### src/rtl/kbd_event_matrix.sv
// kbd_event_matrix: active-low keyboard matrix for the PET clone.
// The MCU writes columns directly over Wishbone, or queues press/release
// events that are applied one at a time. After each event the sequencer
// waits for HOLD_SCANS keyboard scans, so the CPU sees every change.
module kbd_event_matrix #(
    parameter int COL_COUNT     = 10,
    parameter int ROW_COUNT     = 8,
    parameter int FIFO_DEPTH    = 8,
    parameter int HOLD_DEFAULT  = 2,
    parameter int COL_SEL_WIDTH = 4
) (
    input  logic                                wb_clock_i,
    input  logic                                wb_reset_i,
    input  logic [4:0]                          wb_addr_i,
    input  logic [7:0]                          wb_data_i,
    output logic [7:0]                          wb_data_o,
    input  logic                                wb_we_i,
    input  logic                                wb_cycle_i,
    input  logic                                wb_strobe_i,
    input  logic                                wb_sel_i,
    output logic                                wb_stall_o,
    output logic                                wb_ack_o,
    input  logic [COL_SEL_WIDTH-1:0]            col_sel_i,
    input  logic                                col_sel_we_i,
    output logic [COL_COUNT-1:0][ROW_COUNT-1:0] kbd_o
);
    localparam int AW = (FIFO_DEPTH > 1) ? $clog2(FIFO_DEPTH) : 1;
    localparam int CW = $clog2(FIFO_DEPTH) + 1;
    localparam logic [4:0]    LP_COLS  = 5'(COL_COUNT);
    localparam logic [3:0]    LP_ROWS  = 4'(ROW_COUNT);
    localparam logic [CW-1:0] LP_DEPTH = CW'(FIFO_DEPTH);

    typedef enum logic [1:0] {S_IDLE, S_APPLY, S_HOLD} state_t;

    // Registers
    state_t               r_state;
    logic [ROW_COUNT-1:0] r_cols [COL_COUNT];
    logic [7:0]           r_fifo [FIFO_DEPTH];
    logic [AW-1:0]        r_wr_ptr;
    logic [AW-1:0]        r_rd_ptr;
    logic [CW-1:0]        r_count;
    logic                 r_ovf;
    logic [7:0]           r_hold;
    logic                 r_pause;
    logic [7:0]           r_evt;
    logic [7:0]           r_scan_cnt;
    logic                 r_ack;
    logic [7:0]           r_rdata;

    // Combinational signals
    state_t               w_state_next;
    logic                 w_req, w_acc, w_wr;
    logic                 w_col_wr, w_evt_wr, w_stat_wr, w_hold_wr, w_ctrl_wr;
    logic                 w_flush, w_push, w_push_ok, w_pop;
    logic                 w_full, w_empty;
    logic [7:0]           w_head;
    logic [7:0]           w_evt;
    logic                 w_try;
    logic [3:0]           w_evt_col;
    logic [2:0]           w_evt_row;
    logic                 w_evt_ok;
    logic                 w_col_busy;
    logic                 w_do_apply;
    logic [ROW_COUNT-1:0] w_row_mask;
    logic [7:0]           w_rd_data;
    logic                 w_scan;

    // Bus decode; an access with wb_sel_i low is acked but has no effect.
    assign w_req     = wb_cycle_i && wb_strobe_i;
    assign w_acc     = w_req && wb_sel_i;
    assign w_wr      = w_acc && wb_we_i;
    assign w_col_wr  = w_wr && !wb_addr_i[4] && ({1'b0, wb_addr_i[3:0]} < LP_COLS);
    assign w_evt_wr  = w_wr && (wb_addr_i == 5'h10);
    assign w_stat_wr = w_wr && (wb_addr_i == 5'h11);
    assign w_hold_wr = w_wr && (wb_addr_i == 5'h12);
    assign w_ctrl_wr = w_wr && (wb_addr_i == 5'h13);
    assign w_flush   = w_ctrl_wr && wb_data_i[1];
    assign w_push    = w_evt_wr;

    assign w_full    = (r_count == LP_DEPTH);
    assign w_empty   = (r_count == '0);
    // A push into a full FIFO is still accepted if a pop frees a slot in the same cycle.
    assign w_push_ok = w_push && (!w_full || w_pop);
    assign w_head    = r_fifo[r_rd_ptr];

    // A scan starts whenever the CPU selects column 0.
    assign w_scan    = col_sel_we_i && (col_sel_i == '0);

    // Event being applied: the FIFO head on a pop, or the stalled event in APPLY.
    assign w_evt_col  = w_evt[6:3];
    assign w_evt_row  = w_evt[2:0];
    assign w_evt_ok   = ({1'b0, w_evt_col} < LP_COLS) && ({1'b0, w_evt_row} < LP_ROWS);
    assign w_col_busy = w_col_wr && (wb_addr_i[3:0] == w_evt_col);
    assign w_do_apply = w_try && w_evt_ok && !w_col_busy;

    // Sequencer state register.
    always_ff @(posedge wb_clock_i or posedge wb_reset_i) begin
        if (wb_reset_i) r_state <= S_IDLE;
        else            r_state <= w_state_next;
    end

    // Sequencer next state: a popped event is applied on the pop cycle unless a
    // direct write to the same column wins; then APPLY retries it next cycle.
    always_comb begin
        w_state_next = r_state;
        case (r_state)
            S_IDLE: begin
                if (w_pop) begin
                    if (!w_evt_ok)       w_state_next = S_IDLE;
                    else if (w_col_busy) w_state_next = S_APPLY;
                    else                 w_state_next = S_HOLD;
                end
            end
            S_APPLY: if (!w_col_busy) w_state_next = S_HOLD;
            S_HOLD:  if (r_scan_cnt >= r_hold) w_state_next = S_IDLE;
            default: w_state_next = S_IDLE;
        endcase
    end

    // Sequencer outputs: pop request and the event presented to the apply logic.
    always_comb begin
        w_pop = 1'b0;
        w_evt = r_evt;
        w_try = 1'b0;
        case (r_state)
            S_IDLE: begin
                w_pop = !w_empty && !r_pause;
                w_evt = w_head;
                w_try = !w_empty && !r_pause;
            end
            S_APPLY: w_try = 1'b1;
            default: ;
        endcase
    end

    // One-hot row mask of the event's row.
    always_comb begin
        w_row_mask = '0;
        for (int i = 0; i < ROW_COUNT; i++) w_row_mask[i] = (w_evt_row == 3'(i));
    end

    // Per-column storage: a direct write takes priority over an event apply.
    for (genvar gi = 0; gi < COL_COUNT; gi++) begin : g_col
        // Column gi register, released (all ones) on reset.
        always_ff @(posedge wb_clock_i or posedge wb_reset_i) begin
            if (wb_reset_i)
                r_cols[gi] <= '1;
            else if (w_col_wr && (wb_addr_i[3:0] == 4'(gi)))
                r_cols[gi] <= wb_data_i[ROW_COUNT-1:0];
            else if (w_do_apply && (w_evt_col == 4'(gi)))
                r_cols[gi] <= w_evt[7] ? (r_cols[gi] | w_row_mask) : (r_cols[gi] & ~w_row_mask);
        end
        assign kbd_o[gi] = r_cols[gi];
    end

    // Event FIFO storage; contents need no reset since pointers define validity.
    always_ff @(posedge wb_clock_i) begin
        if (w_push_ok) r_fifo[r_wr_ptr] <= wb_data_i;
    end

    // FIFO pointers, occupancy and the sticky overflow flag.
    always_ff @(posedge wb_clock_i or posedge wb_reset_i) begin
        if (wb_reset_i) begin
            r_wr_ptr <= '0;
            r_rd_ptr <= '0;
            r_count  <= '0;
            r_ovf    <= 1'b0;
        end else begin
            if (w_flush) begin
                r_rd_ptr <= r_wr_ptr;
                r_count  <= '0;
            end else begin
                if (w_push_ok) r_wr_ptr <= r_wr_ptr + AW'(1);
                if (w_pop)     r_rd_ptr <= r_rd_ptr + AW'(1);
                if (w_push_ok && !w_pop)      r_count <= r_count + CW'(1);
                else if (!w_push_ok && w_pop) r_count <= r_count - CW'(1);
            end
            if (w_push && !w_push_ok)          r_ovf <= 1'b1;
            else if (w_stat_wr && wb_data_i[7]) r_ovf <= 1'b0;
        end
    end

    // Latched event, hold-scan counter and control registers.
    always_ff @(posedge wb_clock_i or posedge wb_reset_i) begin
        if (wb_reset_i) begin
            r_evt      <= 8'h00;
            r_scan_cnt <= 8'h00;
            r_hold     <= 8'(HOLD_DEFAULT);
            r_pause    <= 1'b0;
        end else begin
            if (w_pop) r_evt <= w_head;
            // A scan in the apply cycle itself is not counted.
            if (w_do_apply)
                r_scan_cnt <= 8'h00;
            else if ((r_state == S_HOLD) && w_scan && (r_scan_cnt != 8'hFF))
                r_scan_cnt <= r_scan_cnt + 8'd1;
            if (w_hold_wr) r_hold  <= wb_data_i;
            if (w_ctrl_wr) r_pause <= wb_data_i[0];
        end
    end

    // Read data multiplexer.
    always_comb begin
        w_rd_data = 8'h00;
        if (!wb_addr_i[4]) begin
            // Unimplemented columns and rows read as released.
            w_rd_data = 8'hFF;
            for (int c = 0; c < COL_COUNT; c++)
                if (wb_addr_i[3:0] == 4'(c)) w_rd_data[ROW_COUNT-1:0] = r_cols[c];
        end else begin
            case (wb_addr_i[3:0])
                4'h1:    w_rd_data = {r_ovf, w_full, 6'(r_count)};
                4'h2:    w_rd_data = r_hold;
                4'h3:    w_rd_data = {7'd0, r_pause};
                default: w_rd_data = 8'h00;
            endcase
        end
    end

    // Bus response: one ack per strobe, read data registered alongside it.
    always_ff @(posedge wb_clock_i or posedge wb_reset_i) begin
        if (wb_reset_i) begin
            r_ack   <= 1'b0;
            r_rdata <= 8'h00;
        end else begin
            r_ack   <= w_req;
            r_rdata <= (w_acc && !wb_we_i) ? w_rd_data : 8'h00;
        end
    end

    assign wb_ack_o   = r_ack;
    assign wb_data_o  = r_rdata;
    assign wb_stall_o = 1'b0;

endmodule

### config.mk
export PLATFORM = sky130hd
export DESIGN_NAME = kbd_event_matrix
export DESIGN_NICKNAME = d
export VERILOG_FILES = /design/src/rtl/kbd_event_matrix.sv
export SDC_FILE = /design/constraint.sdc
export NUM_CORES = 1
export LEC_CHECK = 0
export ABC_AREA = 1
export CAP_MARGIN = 40
export CORE_MARGIN = 2
export CORE_UTILIZATION = 34
export CTS_CLUSTER_SIZE = 12
export DETAILED_ROUTE_END_ITERATION = 10
export GPL_TIMING_DRIVEN = 0
export SYNTH_ARGS = -nofsm -noshare
export SYNTH_HDL_FRONTEND = slang
export SYNTH_SLANG_ARGS = --single-unit
### constraint.sdc
create_clock -name wb_clock_i -period 5.8 [get_ports wb_clock_i]
set_clock_uncertainty 0.15 [all_clocks]
set_input_delay 1.74 -clock wb_clock_i [delete_from_list [all_inputs] [get_ports wb_clock_i]]
set_output_delay 1.74 -clock wb_clock_i [all_outputs]
set_load 0.05 [all_outputs]
==> flow_summary.json, run 1 <==
{
  "grt_start_max_net_pins": 79,
  "pwr_density_cell_nw_per_um2": 220,
  "reg2reg_depth": 13,
  "cp_slowest_stage_delay_ns": 0.74,
  "design_power_total_mw": 3.02,
  "internal_power_mw": 2.16,
  "p_switching_mw": 0.857,
  "r2r_slack_ns": 2.79,
  "setup_viol": 0,
  "synthTopCellsByCount": "nand2_1 (502), nand3_1 (207), nor2_1 (127)",
  "p_leak_nw": 6.28,
  "fin_area_um2": 13700,
  "htreeDepth": 4,
  "cts_made_buffers": 17,
  "drive_above_1_share_pct": 12.6,
  "path_cells": "clkdlybuf4s50_1 -> nor2_1 -> nand2_1 -> clkbuf_1 -> o22ai_1 -> nor4_1 -> nor4b_1 -> a21oi_1 -> nor2_1",
  "power.share.switching_pct": 28.4,
  "crit_required_ns": 6.02,
  "cts_setup_buffers": 0,
  "worst-path-buf-inv": 2,
  "die_h_um": 187,
  "nets": 1690,
  "synth_top_area_share_pct": 18.7,
  "dpl.hpwl_um": 30300,
  "finalWirelength_um": 41700,
  "syn_nets": 1549,
  "async_reset_ff_share_pct": 66.5,
  "fillCellCount": 3342,
  "wire_per_inst_um": 19.8,
  "tightest_slew_ns": 0.937,
  "final_hold_viol_count": 0,
  "slew_headroom_pct": 37.6,
  "finalMaxSlewViolations": 0,
  "die-area_um2": 34900,
  "gr-total-overflow": 0,
  "worstSetupPathType": "input port to register",
  "p_clk_share_pct": 40.5,
  "synth_cells": 1511,
  "ant_nets": 0,
  "cts_tree": "built",
  "cp_data_arrival_time_ns": 5.07,
  "yosysMostFrequentCell": "nand2_1",
  "grtUsageTotal_pct": 24.0,
  "layout_worst_path_cycle_share_pct": 83.6,
  "cp-start-kind": "input port",
  "synthAdderAreaFrac_pct": 1.61,
  "reg2reg_from": "r_count[3]$_DFFE_PP0P_",
  "hold_depth": 2,
  "status": "complete, no violations",
  "critical_path.max_fanout": 10,
  "ys_ff_latch": 191,
  "io_pins": 114,
  "synth_area_leader_cell": "dfstp_2",
  "cts_max_path_buffers": 2,
  "cp.depth": 9,
  "areaGrowthSynthToFinish_pct": 20.8,
  "grt_setup_unrepaired": "false",
  "hp-class": "register to register",
  "synth_edf_count": 64,
  "dr.pass1.iters": 5,
  "peakVddDrop_uv": 221,
  "synth_area_per_cell_um2": 7.53,
  "worstSetupStartpoint": "wb_addr_i[3]",
  "vias_per_cell": 5.33,
  "setup_slack_ns": 0.948,
  "placed_cell_area_um2": 13100,
  "drc_errors": 0,
  "synth_cell_types": 45,
  "diodes": 0,
  "drtIter0Drc": 1252,
  "num_rows": 66,
  "fp.dieW_um": 187,
  "ctsHoldBuffers": 0,
  "gp_congestion": 0.922,
  "muxShareOfSynthArea_pct": 0,
  "synth_ff_type": "dfstp_2",
  "critical_path.top_delay_family": "simple AND/OR/NAND/NOR gates",
  "synth_top_family_by_area": "simple AND/OR/NAND/NOR gates",
  "path_clk_slew_ns": 0.08,
  "rr_endpoint": "r_count[3]$_DFFE_PP0P_",
  "syn-cell-area_um2": 11400,
  "grt_pass1_vias": 10757,
  "place_ws_ns": 0.656,
  "clock_latency_ns": 0.45,
  "worst_path_most_repeated_cell": "nor2_1",
  "cts-root-buf": "clkbuf_16",
  "vias": 11221,
  "synthSimpleGateAreaFrac_pct": 36.3,
  "yosysSeqAreaShare_pct": 45.7,
  "maxCapViolCount": 0,
  "setup_tns_ns": 0,
  "cp-end-kind": "register",
  "numPortBuffers": 112,
  "grt_pass1_wl_um": 64000,
  "cpMaxStageDelayCell": "nor4b_1",
  "synth_compound_area_share_pct": 7.73,
  "core_area_um2": 32800,
  "pwr-share-seq_pct": 47.7,
  "start_util_pct": 34.7,
  "synthTopCellsByArea": "dfstp_2 (19%), edfxtp_1 (17%), nand2_1 (17%)",
  "synth_xor_area_share_pct": 0.770,
  "fin_crit_ns": 4.85,
  "antenna_found_initial": 0,
  "cts_resized": 0,
  "p_comb_share_pct": 11.8,
  "clock_sinks": 191,
  "yosys_warnings": 0,
  "max_freq_mhz": 206
}
[worst max path at each step]
stage	slack (ns)	endpoint
finish	0.95	wb_data_o[0]$_DFF_PP0_
global route	0.96	wb_data_o[6]$_DFF_PP0_
CTS	1.12	wb_data_o[0]$_DFF_PP0_
detailed placement	0.66	wb_data_o[6]$_DFF_PP0_
global placement	-1.48	r_evt[7]$_DFFE_PP0P_
floorplan	0.66	r_count[0]$_DFFE_PP0P_
[power by group through the flow]
stage | clock, mW | sequential (mW) | combinational (mW)
floorplan | 0 | 1.46 | 0.213
detailed placement | 0 | 1.47 | 0.351
global placement | 0 | 1.46 | 0.339
global route | 1.30 | 1.44 | 0.393
CTS | 1.24 | 1.44 | 0.353
finish | 1.22 | 1.44 | 0.355
[cell type report]
cell class                      instances  area, µm²  area share (%)
Buffer                                 77        453            3.30
Clock buffer                           20        489            3.56
Clock inverter                         12        109           0.792
Inverter                              116        448            3.26
Multi-Input combinational cell       1127       5290            38.5
Sequential cell                       191       5200            37.8
Tap cell                              442        553            4.02
Timing Repair Buffer                  122       1210            8.77
[cells in the final DEF (no fill, tap or decap), types with 2 or more instances in the layout]
master | synthesis | final
dfstp_2 | 81 | 81
inv_2 | 9 | 9
o21ai_1 | 10 | 10
o21ai_0 | 83 | 83
clkinv_1 | 6 | 6
clkbuf_1 | 35 | 35
inv_8 | 0 | 4
buf_6 | 15 | 15
nor2_2 | 2 | 2
nand4_1 | 58 | 58
a21oi_1 | 19 | 19
o21ai_2 | 2 | 2
edfxtp_1 | 64 | 64
nor2_4 | 8 | 8
nor2_1 | 127 | 127
clkinv_4 | 0 | 2
xnor2_1 | 3 | 3
or2_2 | 15 | 15
inv_1 | 99 | 98
nor3_2 | 1 | 2
o21bai_1 | 2 | 2
nand2_1 | 502 | 502
buf_2 | 20 | 27
nor3_1 | 17 | 16
o211ai_1 | 7 | 7
clkdlybuf4s15_2 | 0 | 2
dfrtp_1 | 46 | 46
o2111ai_1 | 6 | 6
clkbuf_16 | 0 | 19
nor4_1 | 7 | 7
clkdlybuf4s50_1 | 0 | 112
a31oi_1 | 2 | 2
xor2_1 | 7 | 7
inv_4 | 1 | 2
o221ai_1 | 2 | 2
o22ai_1 | 17 | 17
ha_1 | 13 | 13
buf_4 | 7 | 7
nand3_1 | 207 | 207
inv_6 | 1 | 6
[cells by family after synthesis]
kind of cell,Yosys count
compound gates,154
xor+xnor,10
fa+ha+maj,14
buf+inv,193
flops,191
other cells,1
simple gates,948
[worst reg2reg max path, cell delays in order (launching register included)]
cell and delay, ns:
dfrtp_1 0.41, inv_1 0.10, a31oi_1 0.38, nand2_1 0.19
nand4_1 0.17, nand2_1 0.12, inv_1 0.15, nand2_1 0.18
ha_1 0.37, a21oi_1 0.14, nand2_1 0.07, xor2_1 0.15
xnor2_1 0.20, o22ai_1 0.11
[metrics by stage]
stage / cells / utilization [%] / hold slack [ns]
finish: 2107 / 41.9 / 0.324
global route: 2107 / 41.9 / 0.348
CTS: 2107 / 41.9 / 0.328
detailed placement: 2075 / 40.1 / 0.319
global placement: 2065 / 39.8 / 0.317
floorplan: 1511 / - / 0.303
[layer usage]
layer | wire, µm | GRT usage, %
met5 | 0 | 0
met4 | 1300 | 8.85
met1 | 18400 | 33.4
met3 | 3630 | 4.80
met2 | 18300 | 36.8
Note: power is estimated with default switching activity, not from simulation.
==> run 2: changes to the inputs <==
==> constraint.sdc (replaced) <==
create_clock -name wb_clock_i -period 4.9 [get_ports wb_clock_i]
set_clock_uncertainty 0.15 [all_clocks]
set_input_delay 1.47 -clock wb_clock_i [delete_from_list [all_inputs] [get_ports wb_clock_i]]
set_output_delay 1.47 -clock wb_clock_i [all_outputs]
set_load 0.05 [all_outputs]
==> results of run 2 <==
The final DEF is identical to that of run 1. Status: complete, no violations.
Main changes from that run: setup slack after placement 0.656 ns -> 0.0258 ns; setup slack after layout 0.948 ns -> 0.318 ns; register-to-register setup slack 2.79 ns -> 1.89 ns; total power 3.02 mW -> 3.57 mW; worst IR drop on VDD 221 µV -> 262 µV
